`src/rtl/done_log_pkg.sv`:
```
// Shared types and defaults for the done-event logger: the event record layout
// and the occupancy-width helper used by the logger and its FIFO.
package done_log_pkg;

    localparam int TS_WIDTH_DEF  = 16;
    localparam int SEQ_WIDTH_DEF = 8;
    localparam int DEPTH_DEF     = 4;
    localparam int LVL_W         = $clog2(DEPTH_DEF) + 1;

    typedef struct packed {
        logic [TS_WIDTH_DEF-1:0]  ts;
        logic [SEQ_WIDTH_DEF-1:0] seq;
    } evt_rec_t;

    // Occupancy counts 0..depth inclusive, so it needs one bit beyond the address.
    function automatic int lvl_width(input int depth);
        return $clog2(depth) + 1;
    endfunction

endpackage

```
`src/rtl/evt_fifo.sv`:
```
// Synchronous FIFO of event records. Pointers carry a wrap bit so full and
// empty fall out of a pointer compare. A push while full is taken only with a same-cycle pop.
module evt_fifo #(
    parameter int W     = 24,
    parameter int DEPTH = 4
) (
    input  logic                   i_clk,
    input  logic                   i_rst_n,
    input  logic                   i_push,
    input  logic [W-1:0]           i_wdata,
    input  logic                   i_pop,
    output logic [W-1:0]           o_rdata,
    output logic                   o_full,
    output logic                   o_empty,
    output logic [$clog2(DEPTH):0] o_level
);

    localparam int AW = $clog2(DEPTH);

    logic [W-1:0] mem [DEPTH];
    logic [AW:0]  wr_ptr;
    logic [AW:0]  rd_ptr;
    logic         wr_en;
    logic         rd_en;

    assign o_empty = (wr_ptr == rd_ptr);
    assign o_full  = (wr_ptr[AW] != rd_ptr[AW]) && (wr_ptr[AW-1:0] == rd_ptr[AW-1:0]);
    assign o_level = wr_ptr - rd_ptr;
    assign rd_en   = i_pop & ~o_empty;
    assign wr_en   = i_push & (~o_full | rd_en);
    assign o_rdata = mem[rd_ptr[AW-1:0]];

    // NOTE: state registers use non-blocking assignments so every flop samples pre-edge values.
    always_ff @(posedge i_clk or negedge i_rst_n) begin
        if (!i_rst_n) begin
            wr_ptr <= '0;
            rd_ptr <= '0;
        end else begin
            if (wr_en) wr_ptr <= wr_ptr + (AW+1)'(1);
            if (rd_en) rd_ptr <= rd_ptr + (AW+1)'(1);
        end
    end

    // NOTE: the storage is reset because the head word drives o_ts/o_seq, which must read 0 out of reset.
    always_ff @(posedge i_clk or negedge i_rst_n) begin
        if (!i_rst_n) begin
            for (int i = 0; i < DEPTH; i++) mem[i] <= '0;
        end else if (wr_en) begin
            mem[wr_ptr[AW-1:0]] <= i_wdata;
        end
    end

endmodule

```
`src/rtl/done_event_logger.sv`:
```
// Captures each rising edge of the asynchronous done level, tags it with a
// timestamp and sequence number, and queues it for a valid/ready consumer.
module done_event_logger
    import done_log_pkg::*;
#(
    parameter int  TS_WIDTH  = TS_WIDTH_DEF,
    parameter int  SEQ_WIDTH = SEQ_WIDTH_DEF,
    parameter int  DEPTH     = DEPTH_DEF,
    localparam int LW        = lvl_width(DEPTH)
) (
    input  logic                 i_clk,
    input  logic                 i_rst_n,
    input  logic                 i_ena,
    input  logic                 i_done,
    output logic                 o_valid,
    input  logic                 i_ready,
    output logic [TS_WIDTH-1:0]  o_ts,
    output logic [SEQ_WIDTH-1:0] o_seq,
    output logic [LW-1:0]        o_level,
    output logic                 o_overflow,
    input  logic                 i_clr_ovf
);

    typedef struct packed {
        logic [TS_WIDTH-1:0]  ts;
        logic [SEQ_WIDTH-1:0] seq;
    } rec_t;

    logic                 s1, s2, s3;
    logic [TS_WIDTH-1:0]  ts_cnt;
    logic [SEQ_WIDTH-1:0] seq_cnt;
    logic                 edge_det;
    logic                 evt;
    logic                 pop;
    logic                 push;
    logic                 drop;
    logic                 full;
    logic                 empty;
    rec_t                 wr_rec;
    rec_t                 rd_rec;

    // s1/s2 resolve metastability; s3 is the previous s2 for edge detection.
    always_ff @(posedge i_clk or negedge i_rst_n) begin
        if (!i_rst_n) begin
            s1 <= 1'b0;
            s2 <= 1'b0;
            s3 <= 1'b0;
        end else begin
            s1 <= i_done;
            s2 <= s1;
            s3 <= s2;
        end
    end

    assign edge_det = s2 & ~s3;
    assign evt      = edge_det & i_ena;
    assign pop      = o_valid & i_ready;
    assign drop     = evt & full & ~pop;
    assign push     = evt & ~drop;

    // Sequence advances on dropped events too, so consumers see the gap.
    always_ff @(posedge i_clk or negedge i_rst_n) begin
        if (!i_rst_n) begin
            ts_cnt     <= '0;
            seq_cnt    <= '0;
            o_overflow <= 1'b0;
        end else begin
            ts_cnt <= ts_cnt + TS_WIDTH'(1);
            if (evt) seq_cnt <= seq_cnt + SEQ_WIDTH'(1);
            if (drop)           o_overflow <= 1'b1;
            else if (i_clr_ovf) o_overflow <= 1'b0;
        end
    end

    assign wr_rec = '{ts: ts_cnt, seq: seq_cnt};

    evt_fifo #(
        .W     ($bits(rec_t)),
        .DEPTH (DEPTH)
    ) u_fifo (
        .i_clk   (i_clk),
        .i_rst_n (i_rst_n),
        .i_push  (push),
        .i_wdata (wr_rec),
        .i_pop   (pop),
        .o_rdata (rd_rec),
        .o_full  (full),
        .o_empty (empty),
        .o_level (o_level)
    );

    assign o_valid = ~empty;
    assign o_ts    = rd_rec.ts;
    assign o_seq   = rd_rec.seq;

endmodule
```
`config.mk`:
```
export PLATFORM = sky130hd
export DESIGN_NAME = done_event_logger
export DESIGN_NICKNAME = d
export VERILOG_FILES = /design/src/rtl/done_log_pkg.sv /design/src/rtl/evt_fifo.sv /design/src/rtl/done_event_logger.sv
export SDC_FILE = /design/constraint.sdc
export NUM_CORES = 1
export LEC_CHECK = 0
export BUFFER_PORTS_ARGS = -buffer_cell sky130_fd_sc_hd__buf_2
export CORE_MARGIN = 2
export CORE_UTILIZATION = 26
export DETAILED_ROUTE_END_ITERATION = 10
export GPL_TIMING_DRIVEN = 0
export PLACE_DENSITY_LB_ADDON = 0.1
export RECOVER_POWER = 25
export SYNTH_ARGS = -nofsm -noshare
export SYNTH_HDL_FRONTEND = slang
export SYNTH_HIERARCHICAL = 1
export SYNTH_SLANG_ARGS = --single-unit
```
`constraint.sdc`:
```
create_clock -name i_clk -period 5.3 [get_ports i_clk]
set_input_delay 1.325 -clock i_clk [delete_from_list [all_inputs] [get_ports i_clk]]
set_output_delay 1.325 -clock i_clk [all_outputs]
set_load 0.005 [all_outputs]
```
==> flow_summary.toml <==
[global_route]
grt_pass1_vias = 3391
grt_pass1_wl_um = 20000
grt_use_total = 0.1130
grt_remaining_overflow = 0
grt_max_degree = 76
antenna_found_initial = 0

[critical_path]
r2r_setup_slack_ns = 1.10
cp-start-kind = "flip-flop"
slowest_delay_ns = 0.66
cp_slowest_cell = "buf_1"
crit_arrival_ns = 4.49
path_cells = "clkbuf_1 -> buf_1 -> inv_1 -> ha_1 -> and3_1 -> inv_1 -> nand2_1 -> a21oi_1 -> nand2_1 -> o21bai_4 -> buf_6 -> mux2_1"
worstSetupPathType = "flip-flop to flip-flop"
cp-end-kind = "flip-flop"
cp_data_required_time_ns = 5.59
worstPathMaxFanout = 10

[logic_synthesis]
synth_ff_type = "dfrtp_1"
synthArstFlopShare = 1.000
ys_types = 35
syn_avg_cell_area_um2 = 15.89
syn-instance-count = 365
seq_area_frac_synth = 0.5611
yosys_warnings = 6
syn_nets = 381
ys_seq_elements = 130
synth-edff-count = 0
syn_area_um2 = 5798

[power]
ir_worst_vdd_v = 0.0001868
clkPwrFrac = 0.323
p_int_w = 0.002338
power.share.switching = 0.3074
p_total_w = 0.003375
powerDensity_nw_per_um2 = 490.2
p_seq_frac = 0.390
switching_power_w = 0.001038
power_frac_comb = 0.287
power.leakage_nw = 3.268

[layout]
final_cell_mix = "130 x dfrtp_1, 94 x mux2_2, 36 x buf_2, 24 x mux4_2, 19 x xnor2_1"
drive_gt1_frac = 0.4699
area_growth_pct = 18.75
n_antenna_cell = 0
fill_cells = 2191
postLayoutCellArea_um2 = 6885
post-route-util = 0.3155
fin_nets = 435
final_common_cell = "dfrtp_1"

[timing]
setup_violations = 0
relSlewSlack = -1.112
slew_violations = 56
finalSetupTns_ns = 0
fin_skew_ns = 0.01041
max_freq_mhz = 238.2
whs_ns = 0.3457
finalCriticalPeriod_ns = 4.199
grt_setup_unrepaired = "false"
worst_pin_slew_ns = 3.169
fin_crit_sh = 0.7922
hold_viol = 0

[drt]
drtIter0Drc = 96
detail-route-antenna-nets = 0
drtPass1Iterations = 4
wl_per_cell_um = 17.45
drt-total-wl_um = 12420
vias_per_cell = 4.462
num_vias = 3177
drc = 0

[clocking]
postCtsResizedCells = 0
clk_pin_slew_ns = 0.06
insertion_delay_ns = 0.41
cts_buffers = 17
clockRootBuffer = "clkbuf_16"
cts_tree = "done"
htreeDepth = 4
cts_setup_buffers = 0
clock-sinks = 130
ctsLongestPathBuffers = 2
holdBufCountCts = 0

[floorplan]
start_util = 0.2657
io_pins = 35
die_x_um = 153.3
die_h_um = 153.3
num_rows = 54
core_um2 = 21820
die-area_um2 = 23510

[run_status]
status = "complete, but fails checks"
violations = "capacitance limit, slew limit"

[flow_run]
maxCapViolations = 1

[min_path]
hold_class = "flip-flop to flip-flop"

[placed_design]
io_buffers = 34
gp_congestion = 0.6812
place_area_um2 = 6352
dp_hpwl_um = 7995
cells by family (layout without fill, tap and decap cells):
family | Yosys count | after routing | synth area share
XOR/XNOR | 25 | 25 | 0.04100
buffers and inverters | 26 | 93 | 0.02784
adder cells (fa/ha/maj) | 10 | 10 | 0.02287
AND/OR/NAND/NOR | 40 | 40 | 0.03949
multiplexers | 123 | 123 | 0.2855
AO/OA/AOI/OAI | 11 | 11 | 0.02223
flip-flops | 130 | 130 | 0.5611
per-layer routing:
metal | global-route usage | vias up | routed length (um)
li1 | - | 1439 | -
met1 | 0.1518 | 1690 | 6050
met2 | 0.1756 | 39 | 5831
met3 | 0.03431 | 9 | 398
met4 | 0.03539 | 0 | 143
met5 | 0 | - | 0
flip-flops by register name, indices dropped and copies added (netlist names):
signal         flops
u_fifo/wr_ptr      3
u_fifo/mem        96
s1                 1
s3                 1
o_overflow         1
u_fifo/rd_ptr      3
seq_cnt            8
ts_cnt            16
s2                 1
layout make-up:
cell class	count	area, um2	share of cell area
repair buffers	35	196.4	0.02853
multi-input cells	209	2376	0.3451
clock inverters	11	87.58	0.01272
flip-flops and latches	130	3253	0.4725
plain buffers	14	116.4	0.01690
well taps	280	350.3	0.05088
inverters	12	45.04	0.006542
clock buffers	21	460.4	0.06687
synth_stat cells (all sizes together), types with 3 or more instances:
| library cell | count | area share |
|---|---|---|
| nor2 | 6 | 0.0039 |
| nand4 | 3 | 0.0043 |
| nand2 | 8 | 0.0052 |
| buf | 12 | 0.019 |
| dfrtp | 130 | 0.56 |
| nand3 | 12 | 0.010 |
| xor2 | 5 | 0.0076 |
| inv | 12 | 0.0078 |
| o211ai | 3 | 0.011 |
| xnor2 | 20 | 0.033 |
| and3 | 6 | 0.0084 |
| mux2 | 99 | 0.19 |
| ha | 9 | 0.019 |
| mux4 | 24 | 0.093 |
path summary, 6_finish.rpt:
kind                                  start        endpoint  depth (start not counted)
min in group asynchronous           i_rst_n      seq_cnt[1]                          1
max                        u_fifo/rd_ptr[1]   u_fifo/mem[2]                         12
min                                      s1              s2                          0
max in group asynchronous           i_rst_n  u_fifo/mem[44]                          1
max reg2reg                u_fifo/rd_ptr[1]   u_fifo/mem[2]                         12
min reg2reg                              s1              s2                          0
power groups by stage:
stage / registers (W) / clock network (W) / logic (W)
global route: 0.00135 / 0.00118 / 0.00107
finish: 0.00132 / 0.00109 / 0.000970
detailed placement: 0.00134 / 0 / 0.00101
CTS: 0.00132 / 0.00113 / 0.00101
floorplan: 0.00129 / 0 / 0.000693
global placement: 0.00133 / 0 / 0.000993
through the flow:
stage,cells,setup slack (ns)
after floorplan,365,2.022
after global placement,679,1.002
after detailed placement,680,1.009
after CTS,712,0.9786
after global routing,712,0.7286
final,712,1.101
worst max-delay path, delay by kind of cell (launching register included):
family | cells | cell delay, ns
AND/OR/NAND/NOR | 3 | 0.56
AO/OA/AOI/OAI | 2 | 0.94
multiplexers | 1 | 0.31
adder cells (fa/ha/maj) | 1 | 0.38
flip-flops | 1 | 0.40
buffers and inverters | 5 | 1.50
No activity file was read; power rests on OpenSTA's default activity.
